===== src/rtl/skid_pipe_reg.sv =====
// Two-entry elastic pipeline stage (main + skid register) with valid/ready handshakes.
// in_ready comes from registered state only, so there is no combinational path from out_ready.
module skid_pipe_reg #(
   parameter int unsigned      WIDTH       = 32,
   parameter logic [WIDTH-1:0] RESET_VALUE = {WIDTH{1'b0}}
) (
   input  logic             clk,
   input  logic             rst,
   input  logic             flush,
   input  logic             in_valid,
   output logic             in_ready,
   input  logic [WIDTH-1:0] in_data,
   output logic             out_valid,
   input  logic             out_ready,
   output logic [WIDTH-1:0] out_data,
   output logic [1:0]       count
);

   // The state encoding doubles as the occupancy count.
   typedef enum logic [1:0] {
      EMPTY = 2'd0,
      BUSY  = 2'd1,
      FULL  = 2'd2
   } state_t;

   state_t           state_q;
   state_t           state_d;
   logic [WIDTH-1:0] main_p0;
   logic [WIDTH-1:0] skid_p0;
   logic             in_fire;
   logic             out_fire;
   logic             load_main;
   logic             load_skid;
   logic             main_from_skid;

   assign in_ready  = (state_q != FULL);
   assign out_valid = (state_q != EMPTY);
   assign in_fire   = in_valid & in_ready;
   assign out_fire  = out_valid & out_ready;
   assign out_data  = main_p0;
   assign count     = state_q;

   always_comb begin
      state_d        = state_q;
      load_main      = 1'b0;
      load_skid      = 1'b0;
      main_from_skid = 1'b0;
      case (state_q)
         EMPTY: begin
            if (in_fire) begin
               load_main = 1'b1;
               state_d   = BUSY;
            end
         end
         BUSY: begin
            if (in_fire && out_fire) begin
               load_main = 1'b1;
            end else if (in_fire) begin
               load_skid = 1'b1;
               state_d   = FULL;
            end else if (out_fire) begin
               state_d = EMPTY;
            end
         end
         FULL: begin
            if (out_fire) begin
               load_main      = 1'b1;
               main_from_skid = 1'b1;
               state_d        = BUSY;
            end
         end
         default: state_d = EMPTY;
      endcase
      // Flush empties the stage but leaves both data registers untouched.
      if (flush) begin
         state_d        = EMPTY;
         load_main      = 1'b0;
         load_skid      = 1'b0;
         main_from_skid = 1'b0;
      end
   end

   always_ff @(posedge clk or posedge rst) begin
      if (rst) begin
         state_q <= EMPTY;
      end else begin
         state_q <= state_d;
      end
   end

   // Stage p0: head and skid storage
   always_ff @(posedge clk or posedge rst) begin
      if (rst) begin
         main_p0 <= RESET_VALUE;
         skid_p0 <= RESET_VALUE;
      end else begin
         if (load_main) begin
            main_p0 <= main_from_skid ? skid_p0 : in_data;
         end
         if (load_skid) begin
            skid_p0 <= in_data;
         end
      end
   end

endmodule

===== config.mk =====
export PLATFORM = sky130hd
export DESIGN_NAME = skid_pipe_reg
export DESIGN_NICKNAME = d
export VERILOG_FILES = /design/src/rtl/skid_pipe_reg.sv
export SDC_FILE = /design/constraint.sdc
export NUM_CORES = 1
export LEC_CHECK = 0
export CAP_MARGIN = 20
export CORE_MARGIN = 1.5
export CORE_UTILIZATION = 50
export CTS_CLUSTER_DIAMETER = 30
export CTS_CLUSTER_SIZE = 25
export DETAILED_ROUTE_END_ITERATION = 8
export PLACE_DENSITY = 0.8
export SLEW_MARGIN = 20
export SYNTH_ARGS = -nofsm -noshare
export SYNTH_HDL_FRONTEND = slang
export SYNTH_SLANG_ARGS = --single-unit
export TNS_END_PERCENT = 50

===== constraint.sdc =====
create_clock -name clk -period 2.3 [get_ports clk]
set_input_delay 0.345 -clock clk [delete_from_list [all_inputs] [get_ports clk]]
set_output_delay 0.345 -clock clk [all_outputs]
set_load 0.01 [all_outputs]

# == Yosys cells after proc, flatten, opt, wreduce, memory -nomap -nowiden ==
# Cells that the tools add are included.
# word_totals
rom_bits,0
inputBits,37
n_memories,0
latchBits,0
elab_cells,34
out_inout_bits,36
register_bits,66
mem_bits_rw,0
# classes
div,0
bitwise,2
eq_ne,7
order_cmp,0
shifts,0
reduce_logical,4
multipliers,0
n_mux,18
add_sub_neg,0
# ops
operator,count
$mux 32,1
$mux 2,6
$mux 1,9
$ne 3x3->1 const B,3
$pmux 2 s3,1
$ne 4x4->1 const B,1
$reduce_and 4->1,1
$pmux 1 s3,1
$and 1x1->1,2
$eq 2x1->1 const B,1
$eq 2x2->1 const B,1
$logic_not 2->1,1
$ne 2x2->1 const B,1
$reduce_bool 2->1,1
$logic_and 1x1->1,1

# == Logic depth before layout (Yosys ltp) ==
# depth
word_depth,7
ltp_mapped,5
ltp_nobuf,3

# == Least setup slack after synthesis ==
# No wires, ideal clock.
# synth_timing
path_kind,flip-flop to flip-flop
from,"register state_q[0], in the netlist count[0]"
to,"register main_p0[0], in the netlist out_data[0]"
path_stages_with_launch,6
n_path_buf,2
t_arrival_ps,1647
path_slack_ps,527
path_cell_list,dfrtp_1 nor4bb_1 buf_4 buf_12 mux2_4 mux2_4
# synth_between
elab_chain_len,6
word_cells_on_any_way,16
# synth_lines
item,line_no,rtl
from (decl),26,state_t state_q;
from (signal assigned),87,state_q <= state_d;
$ne 2x2->1 / $reduce_bool 2->1 (equally long branches),"36, 37",
$and 1x1->1 (on tied branches),"38, 39",
$logic_and 1x1->1 / $mux 1 (equally long branches),"56, 66",
$mux 1 (on tied branches),"56, 48",
$pmux 1 s3 / $mux 1 (equally long branches),"48, 75",
$mux 1 / $mux 32 (equally long branches),"75, 98",
to (signal assigned),98,main_p0 <= main_from_skid ? skid_p0 : in_data;
to (decl),28,logic [WIDTH-1:0] main_p0;
# Several ways; a longest one is shown, not always the timed one.
# A chain may end at the register's enable or synchronous reset.

# == Final worst setup path ==
# layout_timing
from,"register state_q[0], in the netlist count[0]"
to,output in_ready
# layout_between
elab_chain_len,1
# layout_lines
item,line_no,rtl
$ne 2x2->1,36,assign in_ready = (state_q != FULL);
to (decl),11,"output logic in_ready,"
# No other way between the ends.

==> flow_metrics.tcl <==
set metrics [dict create \
    status "finished clean" \
    p_per_area_nw_per_um2 813 \
    grt_pass1_vias 2033 \
    core_area_um2 6310 \
    leakagePower_nw 1.88 \
    htreeDepth 3 \
    synth_cell_types 21 \
    wirelength_mm 5.85 \
    fin_tns_setup_ns 0 \
    nFillCells 483 \
    drive_above_1_share_pct 45.8 \
    antenna_found_initial 0 \
    hold_path_class "in2async" \
    pwr-share-seq_pct 46.3 \
    criticalPathCategory "reg2out" \
    hold_viol 0 \
    yosys-top-cells-count "66 x dfrtp_1, 60 x mux2_4, 36 x mux2_2, 6 x buf_12, 3 x buf_2" \
    num_rows 29 \
    critPathLaunchType "flop" \
    min_period_ns 2.06 \
    utilization_pct 67.3 \
    synth.area.top_cells "dfrtp_1 51%, mux2_4 28%, mux2_2 13%, buf_12 3.7%, o31ai_4 0.66%" \
    timing.slew.headroom_pct 58.7 \
    r2r_cells 4 \
    start_util_pct 51.2 \
    synth.top_cell.area_share_pct 51.1 \
    synth_edf_count 0 \
    postRouteAntennaNets 0 \
    synth_compound_area_share_pct 1.36 \
    synth_seq_cells 66 \
    total_power_mw 3.45 \
    finalSetupViolCount 0 \
    fin_area_um2 4250 \
    grt_pass1_wl_mm 9.77 \
    synthAdderAreaFrac_pct 0 \
    crit_fanout 9 \
    diodes 0 \
    avgSynthCellArea_um2 17.1 \
    fin_cells 354 \
    synthSimpleGateAreaFrac_pct 2.25 \
    max_cap_violations 0 \
    clockPowerShare_pct 28.3 \
    gr-total-overflow 0 \
    via_per_inst 5.15 \
    swShare_pct 24.4 \
    place_area_um2 4050 \
    clkSinkCount 66 \
    die_w_um 83.4 \
    arrival_ns 1.71 \
    yosys_warnings 0 \
    ios 73 \
    post-cts-setup-buffers 0 \
    drc 0 \
    syn_area_um2 3230 \
    clk_root_buffer_cell "clkbuf_8" \
    synth_xor_area_share_pct 0 \
    path_clk_slew_ns 0.07 \
    grt_max_degree 67 \
    routedWlPerCell_um 16.5 \
    holdBufCountCts 0 \
    port_buffers 72 \
    slew_viol_final 0 \
    cts_buffers 9 \
    power.switching_mw 0.843 \
    fmax_mhz 486 \
    gp_congestion 0.685 \
    nets 309 \
    firstDrtPassIters 4 \
    cts_tree "built" \
    die_y_um 83.4 \
    pwr-share-comb_pct 25.4 \
    final.setup_skew_ns 0.00998 \
    crit_required_ns 1.96 \
    synth_mux_area_share_pct 40.7 \
    ys_async_sr_fraction_pct 100 \
    seq_area_frac_synth_pct 51.1 \
    die-area_um2 6950 \
    yosysTopAreaCell "dfrtp_1" \
    first_iter_violations 46 \
    dpl.hpwl_mm 4.02 \
    vias 1822 \
    synthFlopType "dfrtp_1" \
    syn-num-nets 226 \
    period_share_pct 89.4 \
    dp_cells 338 \
    cts_resized 0 \
    synthCells 189 \
    rsz0062_at_grt "no" \
    intPower_mw 2.61 \
    clock_latency_ns 0.33 \
    peakVddDrop_mv 0.444 \
    cp-end-kind "output pin" \
    cts_buffer_depth 2 \
    synth_top_family_by_area "multiplexers" \
    grt_usage_pct 18.1 \
    tightest_slew_ns 0.619 \
    area_growth_syn_to_layout_pct 31.5 \
    synth_most_common_cell "dfrtp_1" \
]
metrics by stage:
step                worst slack, ns  hold WS [ns]
floorplan                     0.300         0.474
global placement             0.0557         0.482
detailed placement           0.0202         0.494
CTS                           0.226         0.400
global route                  0.181         0.441
finish                        0.244         0.400
sequential cells by signal (all words and copies together), names as in the netlist:
signal,count
count,2
skid_p0,32
out_data,32
path summary, 6_finish.rpt:
kind | from | to | slack [ns]
worst max-delay path | count[0] | in_ready | 0.24
worst min-delay path | rst | skid_p0[21] | 0.40
worst max register to register | count[0] | out_data[11] | 0.33
worst min register to register | out_data[30] | out_data[30] | 0.51
max in group asynchronous | rst | skid_p0[1] | 1.62
min in group clk | out_data[30] | out_data[30] | 0.51
critical path, cell delays in order, from the launching register on:
cell and delay [ns]:
dfrtp_1 0.52, or2b_2 0.37, clkdlybuf4s50_1 0.49
kinds of logic (layout without fill, tap and decap cells):
kind of cell / Yosys count / count (layout)
mux: 97 / 97
flops: 66 / 66
simple gates: 11 / 11
buf+inv: 11 / 99
compound gates: 4 / 4
power groups by stage:
stage / combinational (mW) / sequential (mW) / clock, mW
detailed placement: 0.889 / 1.62 / 0
CTS: 0.891 / 1.60 / 1.01
floorplan: 0.455 / 1.64 / 0
finish: 0.878 / 1.60 / 0.978
global placement: 0.863 / 1.60 / 0
global route: 0.937 / 1.63 / 1.06
routing by layer:
metal | global-route usage [%] | share of wire [%] | vias to the layer above
li1 | - | - | 843
met1 | 22.4 | 44 | 924
met2 | 30.5 | 50 | 45
met3 | 4.08 | 4.2 | 10
met4 | 7.73 | 1.5 | 0
met5 | 0 | 0 | -
final cells by class:
| cell class | count | area (um^2) | share of cell area (%) |
|---|---|---|---|
| multi-input cells | 112 | 1450 | 34.2 |
| flip-flops and latches | 66 | 1650 | 38.9 |
| clock inverters | 2 | 35.0 | 0.825 |
| clock buffers | 14 | 163 | 3.83 |
| well taps | 77 | 96.3 | 2.27 |
| inverters | 1 | 3.75 | 0.0884 |
| repair buffers | 82 | 846 | 19.9 |
cells in the final DEF (no fill, tap or decap), types with 2 or more instances in the layout:
master           Yosys  layout
buf_12               6       4
dfrtp_1             66      66
clkbuf_8             0      11
clkdlybuf4s50_1      0      72
clkbuf_1             0       3
mux2_2              36      36
nand2_1              2       2
buf_4                1       6
mux2_4              60      60
nor2_1               2       2
(Power assumes the default switching activity.)
